<file path="config.mk">
export PLATFORM = sky130hd
export DESIGN_NAME = poly_voice_mixer
export DESIGN_NICKNAME = d
export VERILOG_FILES = /design/src/rtl/poly_voice_mixer.sv
export SDC_FILE = /design/constraint.sdc
export NUM_CORES = 1
export LEC_CHECK = 0
export ABC_CLOCK_PERIOD_IN_PS = 12630
export BUFFER_PORTS_ARGS = -buffer_cell sky130_fd_sc_hd__buf_2
export CORE_ASPECT_RATIO = 1.1
export CORE_MARGIN = 10
export CORE_UTILIZATION = 39
export CTS_BUF_LIST = sky130_fd_sc_hd__clkbuf_8 sky130_fd_sc_hd__clkbuf_16
export DETAILED_ROUTE_END_ITERATION = 6
export GPL_TIMING_DRIVEN = 0
export HOLD_SLACK_MARGIN = 0.06
export PLACE_DENSITY = 0.57
export SYNTH_ARGS = -nofsm -noshare
export SYNTH_HDL_FRONTEND = slang
export SYNTH_SLANG_ARGS = --single-unit
export TNS_END_PERCENT = 1
</file>
<file path="constraint.sdc">
create_clock -name clk_in -period 12.63 [get_ports clk_in]
set_clock_uncertainty 0.05 [all_clocks]
set_input_delay 0.6315 -clock clk_in [delete_from_list [all_inputs] [get_ports clk_in]]
set_output_delay 0.6315 -clock clk_in [all_outputs]
set_load 0.01 [all_outputs]
</file>
<file path="src/rtl/poly_voice_mixer.sv">
// poly_voice_mixer: time-multiplexed weighted mixer for NUM_VOICES voices.
// A sample tick snapshots all voice inputs; voices are multiply-accumulated
// one per cycle, then shifted down, saturated and offered on valid/ready.
// Optional build macro: MIX_NORMALIZE_EN adds a shift of
// ceil(log2(active voice count)) on top of master_shift_in.
module poly_voice_mixer #(
  parameter int NUM_VOICES   = 4,
  parameter int SAMPLE_WIDTH = 16,
  parameter int GAIN_WIDTH   = 7,
  parameter int ACC_WIDTH    = 32
) (
  input  logic                                 clk_in,
  input  logic                                 rst_in,
  input  logic                                 sample_tick_in,
  input  logic [NUM_VOICES-1:0]                voice_on_in,
  input  logic [NUM_VOICES*GAIN_WIDTH-1:0]     voice_gain_in,
  input  logic [NUM_VOICES*SAMPLE_WIDTH-1:0]   voice_sample_in,
  input  logic [2:0]                           master_shift_in,
  output logic [SAMPLE_WIDTH-1:0]              mix_out,
  output logic                                 mix_valid_out,
  input  logic                                 mix_ready_in,
  output logic [$clog2(NUM_VOICES+1)-1:0]      active_count_out,
  output logic                                 clip_out,
  output logic                                 busy_out,
  output logic                                 overrun_out
);

  localparam int CNT_W  = $clog2(NUM_VOICES + 1);
  localparam int IDX_W  = (NUM_VOICES > 1) ? $clog2(NUM_VOICES) : 1;
  localparam int PROD_W = SAMPLE_WIDTH + GAIN_WIDTH + 1;

  localparam logic [2:0] S_IDLE    = 3'd0;
  localparam logic [2:0] S_CAPTURE = 3'd1;
  localparam logic [2:0] S_ACCUM   = 3'd2;
  localparam logic [2:0] S_SCALE   = 3'd3;
  localparam logic [2:0] S_OUT     = 3'd4;

  localparam logic signed [ACC_WIDTH-1:0] SAT_MAX =
    {{(ACC_WIDTH-SAMPLE_WIDTH+1){1'b0}}, {(SAMPLE_WIDTH-1){1'b1}}};
  localparam logic signed [ACC_WIDTH-1:0] SAT_MIN =
    {{(ACC_WIDTH-SAMPLE_WIDTH+1){1'b1}}, {(SAMPLE_WIDTH-1){1'b0}}};

  logic [2:0]                         state_q, state_d;
  logic [IDX_W-1:0]                   idx_q, idx_d;
  logic signed [ACC_WIDTH-1:0]        acc_q, acc_d;
  logic [NUM_VOICES-1:0]              on_q, on_d;
  logic [NUM_VOICES*GAIN_WIDTH-1:0]   gain_q, gain_d;
  logic [NUM_VOICES*SAMPLE_WIDTH-1:0] sample_q, sample_d;
  logic [2:0]                         shift_q, shift_d;
  logic [SAMPLE_WIDTH-1:0]            mix_q, mix_d;
  logic                               clip_q, clip_d;
  logic [CNT_W-1:0]                   cnt_q, cnt_d;
  logic                               overrun_q, overrun_d;

  logic [CNT_W-1:0]                   cnt_calc;
  logic                               on_sel;
  logic [GAIN_WIDTH-1:0]              gain_sel;
  logic [SAMPLE_WIDTH-1:0]            sample_sel;
  logic signed [PROD_W-1:0]           prod;
  logic [7:0]                         shamt;
  logic signed [ACC_WIDTH-1:0]        scaled;
  logic                               accept_tick;

`ifdef MIX_NORMALIZE_EN
  localparam int NORM_W = $clog2(CNT_W + 1);
  logic [NORM_W-1:0] norm_q, norm_d, norm_calc;
`endif

  // Next-state, datapath and status computation for the mix frame FSM.
  always_comb begin
    state_d   = state_q;
    idx_d     = idx_q;
    acc_d     = acc_q;
    on_d      = on_q;
    gain_d    = gain_q;
    sample_d  = sample_q;
    shift_d   = shift_q;
    mix_d     = mix_q;
    clip_d    = 1'b0;
    cnt_d     = cnt_q;
    overrun_d = overrun_q;

    cnt_calc = '0;
    for (int unsigned v = 0; v < NUM_VOICES; v++) begin
      cnt_calc = cnt_calc + CNT_W'(voice_on_in[v]);
    end

    on_sel     = 1'b0;
    gain_sel   = '0;
    sample_sel = '0;
    for (int unsigned v = 0; v < NUM_VOICES; v++) begin
      if (idx_q == IDX_W'(v)) begin
        on_sel     = on_q[v];
        gain_sel   = gain_q[v*GAIN_WIDTH +: GAIN_WIDTH];
        sample_sel = sample_q[v*SAMPLE_WIDTH +: SAMPLE_WIDTH];
      end
    end
    prod = PROD_W'($signed(sample_sel)) * PROD_W'($signed({1'b0, gain_sel}));

`ifdef MIX_NORMALIZE_EN
    norm_d    = norm_q;
    // Smallest n with 2^n >= count, as a priority chain over thresholds.
    norm_calc = '0;
    for (int unsigned b = 0; b < CNT_W; b++) begin
      if (32'(cnt_calc) > (32'd1 << b)) norm_calc = NORM_W'(b + 1);
    end
    shamt = 8'(GAIN_WIDTH) + 8'(shift_q) + 8'(norm_q);
`else
    shamt = 8'(GAIN_WIDTH) + 8'(shift_q);
`endif
    scaled = acc_q >>> shamt;

    accept_tick = (state_q == S_IDLE) || ((state_q == S_OUT) && mix_ready_in);
    if (sample_tick_in && !accept_tick) overrun_d = 1'b1;

    case (state_q)
      S_IDLE: begin
        if (sample_tick_in) state_d = S_CAPTURE;
      end
      S_CAPTURE: begin
        on_d     = voice_on_in;
        gain_d   = voice_gain_in;
        sample_d = voice_sample_in;
        shift_d  = master_shift_in;
        cnt_d    = cnt_calc;
`ifdef MIX_NORMALIZE_EN
        norm_d   = norm_calc;
`endif
        acc_d    = '0;
        idx_d    = '0;
        state_d  = S_ACCUM;
      end
      S_ACCUM: begin
        if (on_sel) acc_d = acc_q + ACC_WIDTH'(prod);
        if (idx_q == IDX_W'(NUM_VOICES - 1)) begin
          idx_d   = '0;
          state_d = S_SCALE;
        end else begin
          idx_d = idx_q + 1'b1;
        end
      end
      S_SCALE: begin
        if (scaled > SAT_MAX) begin
          mix_d  = SAT_MAX[SAMPLE_WIDTH-1:0];
          clip_d = 1'b1;
        end else if (scaled < SAT_MIN) begin
          mix_d  = SAT_MIN[SAMPLE_WIDTH-1:0];
          clip_d = 1'b1;
        end else begin
          mix_d  = scaled[SAMPLE_WIDTH-1:0];
        end
        state_d = S_OUT;
      end
      S_OUT: begin
        if (mix_ready_in) state_d = sample_tick_in ? S_CAPTURE : S_IDLE;
      end
      default: state_d = S_IDLE;
    endcase
  end

  // State and datapath registers with synchronous reset.
  always_ff @(posedge clk_in) begin
    if (rst_in) begin
      state_q   <= S_IDLE;
      idx_q     <= '0;
      acc_q     <= '0;
      on_q      <= '0;
      gain_q    <= '0;
      sample_q  <= '0;
      shift_q   <= '0;
      mix_q     <= '0;
      clip_q    <= 1'b0;
      cnt_q     <= '0;
      overrun_q <= 1'b0;
`ifdef MIX_NORMALIZE_EN
      norm_q    <= '0;
`endif
    end else begin
      state_q   <= state_d;
      idx_q     <= idx_d;
      acc_q     <= acc_d;
      on_q      <= on_d;
      gain_q    <= gain_d;
      sample_q  <= sample_d;
      shift_q   <= shift_d;
      mix_q     <= mix_d;
      clip_q    <= clip_d;
      cnt_q     <= cnt_d;
      overrun_q <= overrun_d;
`ifdef MIX_NORMALIZE_EN
      norm_q    <= norm_d;
`endif
    end
  end

  assign mix_out          = mix_q;
  assign mix_valid_out    = (state_q == S_OUT);
  assign active_count_out = cnt_q;
  assign clip_out         = clip_q;
  assign busy_out         = (state_q != S_IDLE);
  assign overrun_out      = overrun_q;

endmodule

</file>
==> reports/qor.txt, run 1 <==
crit path capture type: flip-flop
Placeable Area: 35300 um2
die area: 43900 um2
port buffer count: 125
setup slack, reg-to-reg: 4680 ps
largest net degree at the start of global routing: 17
Req. time, crit path: 12920 ps
Slew Limit Fails: 0
post-DP HPWL: 35.0 mm
Yosys reg bits: 157
average cell area after synthesis: 7.81 um2
Tmin final: 7950 ps
RSZ-0062 raised after global routing: no
gr usage total: 0.195
Mapped Area: 14000 um2
die height: 219 um
FILL cells: 3717
row cnt: 72
Seq/Total Area, Yosys: 0.225
Async SR Flop Fraction: 0
Yosys top cell area share: 0.225
Pleak: 7.13 nW
routed vias: 12500
Critical Path Fanout Max: 10
H-tree depth: 4
GPL Wtd Cong: 0.925
total CTS buffers: 17
layout cells sized above 1: 0.111
vias in the first global route: 12800
Worst-path clk slew: 70 ps
Peak VDD IR: 97.7 uV
clock sinks: 157
Inserted Diodes: 0
# hold bufs at CTS: 0
drt via density: 5.14
Synth Flop Type: dfxtp_1
worst min path class: in -> reg
Hold Path Stages: 3
cell taking the most area after synthesis: dfxtp_1
Cells after Synth: 1792
routed length per instance: 17.4 um
die width: 201 um
CTS tree: built
first-pass GRT wire length: 68.2 mm
DRT antenna net count: 0
initial core utilization: 0.396
Setup TNS: 0 ps
# IOs: 126
Unique masters post-synth: 71
Final Hold Viols: 0
post-CTS sizing: 0
# nets final: 2251
initial antenna violation count: 1
crit path launch type: flip-flop
Max Clock Freq: 0.126 GHz
postcts setup bufs: 0
drt first pass iters: 5
Congestion Overflow GR: 0
main area contributors after synthesis: dfxtp_1, fa_1, nand2_1
Slew @ Worst Pin: 1290 ps
hold_ws: 359 ps
syn_nets: 2105
Max-Cap Viols: 0
Post-synth top cells: nand2_1, inv_1, a21oi_1, nor2_1, dfxtp_1
Worst Path Class, Setup: reg -> reg
ratio of final minimum period to clock period: 0.630
Post-synth EDFFs: 0
initial drt markers: 785
Routed WL: 42.4 mm
# setup viols final: 0
clock root buffer: clkbuf_16
PwrDens: 89.1 nW/um2
Yosys warning total: 0
Area Growth Syn to Fin: 13.2%
reg2reg path depth: 26
clk buf depth: 2
outcome: finished clean
Clk Latency, worst-skew pair: 460 ps
dominant cell by count in the synthesized netlist: nand2_1
max_slew headroom: 0.131
CP arrival: 8250 ps
DRC errors left: 0
-- per-layer routing --
layer,wire length [um],vias to the layer above,GRT usage
met5,0,-,0
met2,20300,273,0.331
met4,825,0,0.0594
met1,19500,6073,0.255
met3,1760,41,0.0250
li1,-,6104,-
-- sequential cells by signal, summed over array words and instances, names as in the netlist --
signal	flops
sample_q	64
acc_q	32
gain_q	28
mix_out	16
on_q	4
active_count_out	3
shift_q	3
state_q	3
idx_q	2
clip_out	1
overrun_out	1
-- layout make-up --
cell class                      count  area, um2  area share
Buffer                             96        402      0.0253
Clock buffer                       17        425      0.0268
Clock inverter                     15        159      0.0100
Inverter                          236        886      0.0559
Multi-Input combinational cell   1303       9570       0.604
Sequential cell                   157       3140       0.198
Tap cell                          481        602      0.0380
Timing Repair Buffer              127        656      0.0414
-- placed cells by master (no fill, tap or decap), types with 4 or more instances in the layout --
master / Yosys / routed
o211ai_1: 4 / 4
nand3_1: 20 / 20
xor2_1: 11 / 11
mux2_2: 4 / 4
nand2b_1: 8 / 8
nand2_1: 380 / 380
inv_1: 235 / 236
buf_2: 9 / 134
xnor2_1: 17 / 17
nor2b_1: 14 / 14
dfxtp_1: 157 / 157
a211oi_1: 10 / 10
clkinv_4: 0 / 4
mux2i_1: 9 / 9
a21o_1: 23 / 23
buf_1: 16 / 16
o21ai_1: 6 / 6
a32o_1: 5 / 5
a21oi_1: 211 / 211
buf_6: 4 / 4
or2_2: 4 / 4
and3_1: 5 / 5
fa_1: 143 / 143
clkbuf_16: 0 / 17
ha_1: 67 / 67
o21ai_0: 56 / 56
a31oi_1: 22 / 22
clkbuf_1: 67 / 67
o21bai_1: 4 / 4
nor3_1: 12 / 12
mux4_2: 21 / 21
nand4_1: 5 / 5
o221a_1: 10 / 10
nor2_1: 170 / 168
-- final timing paths --
path,end,from
max,acc_q[28]$_SDFFE_PP0P_,idx_q[1]$_SDFFE_PP0P_
min,sample_q[19]$_SDFFE_PP0P_,voice_sample_in[19]
max reg2reg,acc_q[28]$_SDFFE_PP0P_,idx_q[1]$_SDFFE_PP0P_
min reg2reg,gain_q[17]$_SDFFE_PP0P_,gain_q[17]$_SDFFE_PP0P_
-- through the flow --
step                      worst slack, ps  power [mW]  utilization  instance area (um2)  cells
after floorplan                      5400       0.784            -                14000   1792
after global placement               3780       0.895        0.431                15200   2398
after detailed placement             4770       0.900        0.432                15300   2400
after CTS                            4730        1.42        0.449                15800   2432
after global routing                 4220        1.48        0.449                15800   2432
final                                4680        1.41        0.449                15800   2432
-- power breakdown --
| part | internal (mW) | switching, mW |
|---|---|---|
| Sequential | 0.524 | 0.0175 |
| Clock | 0.278 | 0.244 |
| Combinational | 0.116 | 0.232 |
| Total | 0.918 | 0.494 |
-- kinds of logic (layout without fill, tap and decap cells) --
family | Yosys count | count (layout) | synth area share
AOI/OAI and AO/OA | 391 | 391 | 0.167
xor gates and xnor gates | 29 | 29 | 0.0187
adders and majority gates | 210 | 210 | 0.264
buffers and inverters | 332 | 491 | 0.0920
DFF | 157 | 157 | 0.225
muxes | 36 | 36 | 0.0464
and+or+nand+nor | 637 | 637 | 0.187
-- worst max-delay path: stages (launching register included) --
cell	delay (ps)
dfxtp_1	410
inv_1	100
ha_1	210
clkbuf_1	250
buf_1	300
a21oi_1	220
nor2_1	50
a21oi_1	130
nor2_1	50
a21oi_1	620
clkbuf_1	600
nor2_1	130
ha_1	360
fa_1	510
fa_1	550
inv_1	60
fa_1	550
inv_1	50
ha_1	370
a21oi_1	150
o221ai_1	120
a31oi_1	420
o211ai_1	310
o31ai_1	500
a31oi_1	180
or3_1	340
a32o_1	250
No activity file was read; power rests on OpenSTA's default activity.
==> run 2: changes to the inputs <==
--- a/config.mk
+++ b/config.mk
@@ -5,7 +5,7 @@
 export SDC_FILE = /design/constraint.sdc
 export NUM_CORES = 1
 export LEC_CHECK = 0
-export ABC_CLOCK_PERIOD_IN_PS = 12630
+export ABC_CLOCK_PERIOD_IN_PS = 6350
 export BUFFER_PORTS_ARGS = -buffer_cell sky130_fd_sc_hd__buf_2
 export CORE_ASPECT_RATIO = 1.1
 export CORE_MARGIN = 10
@@ -14,7 +14,7 @@
 export DETAILED_ROUTE_END_ITERATION = 6
 export GPL_TIMING_DRIVEN = 0
 export HOLD_SLACK_MARGIN = 0.06
-export PLACE_DENSITY = 0.57
+export PLACE_DENSITY = 0.59
 export SYNTH_ARGS = -nofsm -noshare
 export SYNTH_HDL_FRONTEND = slang
 export SYNTH_SLANG_ARGS = --single-unit
==> constraint.sdc (replaced) <==
create_clock -name clk_in -period 6.35 [get_ports clk_in]
set_clock_uncertainty 0.05 [all_clocks]
set_input_delay 0.3175 -clock clk_in [delete_from_list [all_inputs] [get_ports clk_in]]
set_output_delay 0.3175 -clock clk_in [all_outputs]
set_load 0.01 [all_outputs]
==> reports/qor.txt, run 2 (synthesized netlist as in run 1, its figures left out) <==
Hold Path Stages: 3
CP arrival: 6490 ps
sequential group share of total power: 0.358
Critical Path Fanout Max: 7
Congestion Overflow GR: 0
drt first pass iters: 6
Area Growth Syn to Fin: 23.9%
die height: 219 um
clk buf depth: 2
Bufs and invs on worst path: 6
GPL Wtd Cong: 0.934
clock sinks: 157
routed length per instance: 17.3 um
Req. time, crit path: 6640 ps
sequential cell area: 3150 um2
die area: 43900 um2
first-pass GRT wire length: 69.9 mm
CP delay by family, top: adder cells
commonest non-fill, non-tap cell in the layout: nand2_1
initial antenna violation count: 0
Worst-path clk slew: 80 ps
# nets final: 2333
met2 routed WL: 21.6 mm
vias in the first global route: 13100
initial core utilization: 0.396
Worst Path Class, Setup: reg -> reg
worst min path class: in -> reg
Tmin final: 6210 ps
top sig layer: met4
Clock Power Share: 0.378
RSZ-0062 raised after global routing: yes
clock root buffer: clkbuf_16
Peak VDD IR: 152 uV
outcome: finished clean
placed cells: 2398
Final Hold Viols: 0
largest registers: sample_q x64, acc_q x32, gain_q x28
multi-input logic area: 10100 um2
layout cells sized above 1: 0.180
Most flops, register: sample_q
Clk Latency, worst-skew pair: 460 ps
worst hold endpoint: sample_q[14]$_SDFFE_PP0P_
Sw Share: 0.360
Total Power: 3.02 mW
min-delay src: voice_sample_in[14]
DRC errors left: 0
Max Clock Freq: 0.161 GHz
Setup TNS: 0 ps
Placeable Area: 35300 um2
met3 wire length: 1.60 mm
reg2reg path depth: 28
crit path launch type: flip-flop
Critical Path Max Stage Delay: 550 ps
P_sw: 1.09 mW
Routed WL: 43.5 mm
# setup viols final: 0
H-tree depth: 4
critical path's slowest cell: fa_1
initial drt markers: 951
r2r endpoint: acc_q[28]$_SDFFE_PP0P_
post-DP HPWL: 34.2 mm
CTS tree: built
Met1 Wirelength: 19.6 mm
max reg flops: 64
PwrDens: 174 nW/um2
Crit path top cell by count: fa_1
total CTS buffers: 17
gr usage total: 0.198
Pleak: 7.67 nW
Final Non-Filler Cells: 2514
Slew @ Worst Pin: 1250 ps
setup slack, reg-to-reg: 140 ps
Max-Cap Viols: 0
row cnt: 72
die width: 201 um
ratio of final minimum period to clock period: 0.977
reg2reg start: idx_q[0]$_SDFFE_PP0P_
FILL cells: 3525
crit path capture type: flip-flop
routed vias: 13000
# IOs: 126
max_slew headroom: 0.158
port buffer count: 125
combinational fraction of design power: 0.265
Int Power: 1.93 mW
drt via density: 5.18
Inserted Diodes: 0
most frequent cells in the layout: nand2_1, inv_1, a21oi_1, nor2_1, dfxtp_1
DRT antenna net count: 0
Slew Limit Fails: 0
largest net degree at the start of global routing: 21
-- run 2: cell count changes in the layout (fill, tap and decap cells not counted), moves of 11 or more --
cell,change
a21oi_4,+13
dlygate4sd3_1,+44
buf_4,+39
nor2_1,-12
clkbuf_1,-17
a21oi_1,-24
a21oi_2,+11
ha_1,-15
-- run 2: worst max path at each step --
stage	slack, ps	to	start	cells past startpoint
2_1_floorplan	30	acc_q[28]$_SDFFE_PP0P_	idx_q[1]$_SDFFE_PP0P_	25
3_3_place_gp	-1290	acc_q[28]$_SDFFE_PP0P_	idx_q[1]$_SDFFE_PP0P_	26
3_5_place_dp	-1250	acc_q[28]$_SDFFE_PP0P_	idx_q[1]$_SDFFE_PP0P_	26
4_1_cts	-20	acc_q[28]$_SDFFE_PP0P_	idx_q[0]$_SDFFE_PP0P_	27
5_1_grt	-140	acc_q[28]$_SDFFE_PP0P_	idx_q[0]$_SDFFE_PP0P_	28
6_report	140	acc_q[28]$_SDFFE_PP0P_	idx_q[0]$_SDFFE_PP0P_	28
-- run 2: per-layer routing --
layer	up-vias	track usage
li1	6289	-
met1	6373	0.254
met2	310	0.351
met3	41	0.0185
met4	0	0.0495
met5	-	0
-- run 2: worst min-delay path, cell delays in order --
cell and delay, ps:
buf_2 90, nand2_1 60, a21oi_1 50
-- run 2: final cells by class --
class                           instances  area share
Clock buffer                           17      0.0245
Inverter                              236      0.0516
Timing Repair Buffer                  212      0.0852
Buffer                                 92      0.0282
Sequential cell                       157       0.182
Tap cell                              481      0.0347
Clock inverter                         15      0.0134
Multi-Input combinational cell       1304       0.581
-- run 2: per-stage QoR --
step,utilization,instance area (um2),hold WS [ps],setup slack (ps)
6_report,0.491,17300,60.7,145
2_1_floorplan,-,14000,382,29.1
3_3_place_gp,0.432,15200,392,-1290
4_1_cts,0.480,17000,60.4,-25.0
5_1_grt,0.491,17300,63.2,-143
3_5_place_dp,0.432,15200,397,-1250
-- run 2: timing repair --
action / 4_1_cts / 5_1_grt
buffers inserted: 25 / 16
gates resized for setup: 103 / 68
pin swaps: 12 / 19
hold endpoints to repair: 44 / 0
hold buffers: 44 / 0
gates cloned: 1 / 2
setup endpoints to repair: 23 / 15
-- run 2: power by group through the flow --
stage                     sequential (mW)  clock, mW  combinational [mW]
final                                1.08       1.14               0.800
after global routing                 1.09       1.18               0.884
after CTS                            1.08       1.15               0.761
after detailed placement             1.10          0               0.688
after global placement               1.10          0               0.684
after floorplan                      1.09          0               0.471
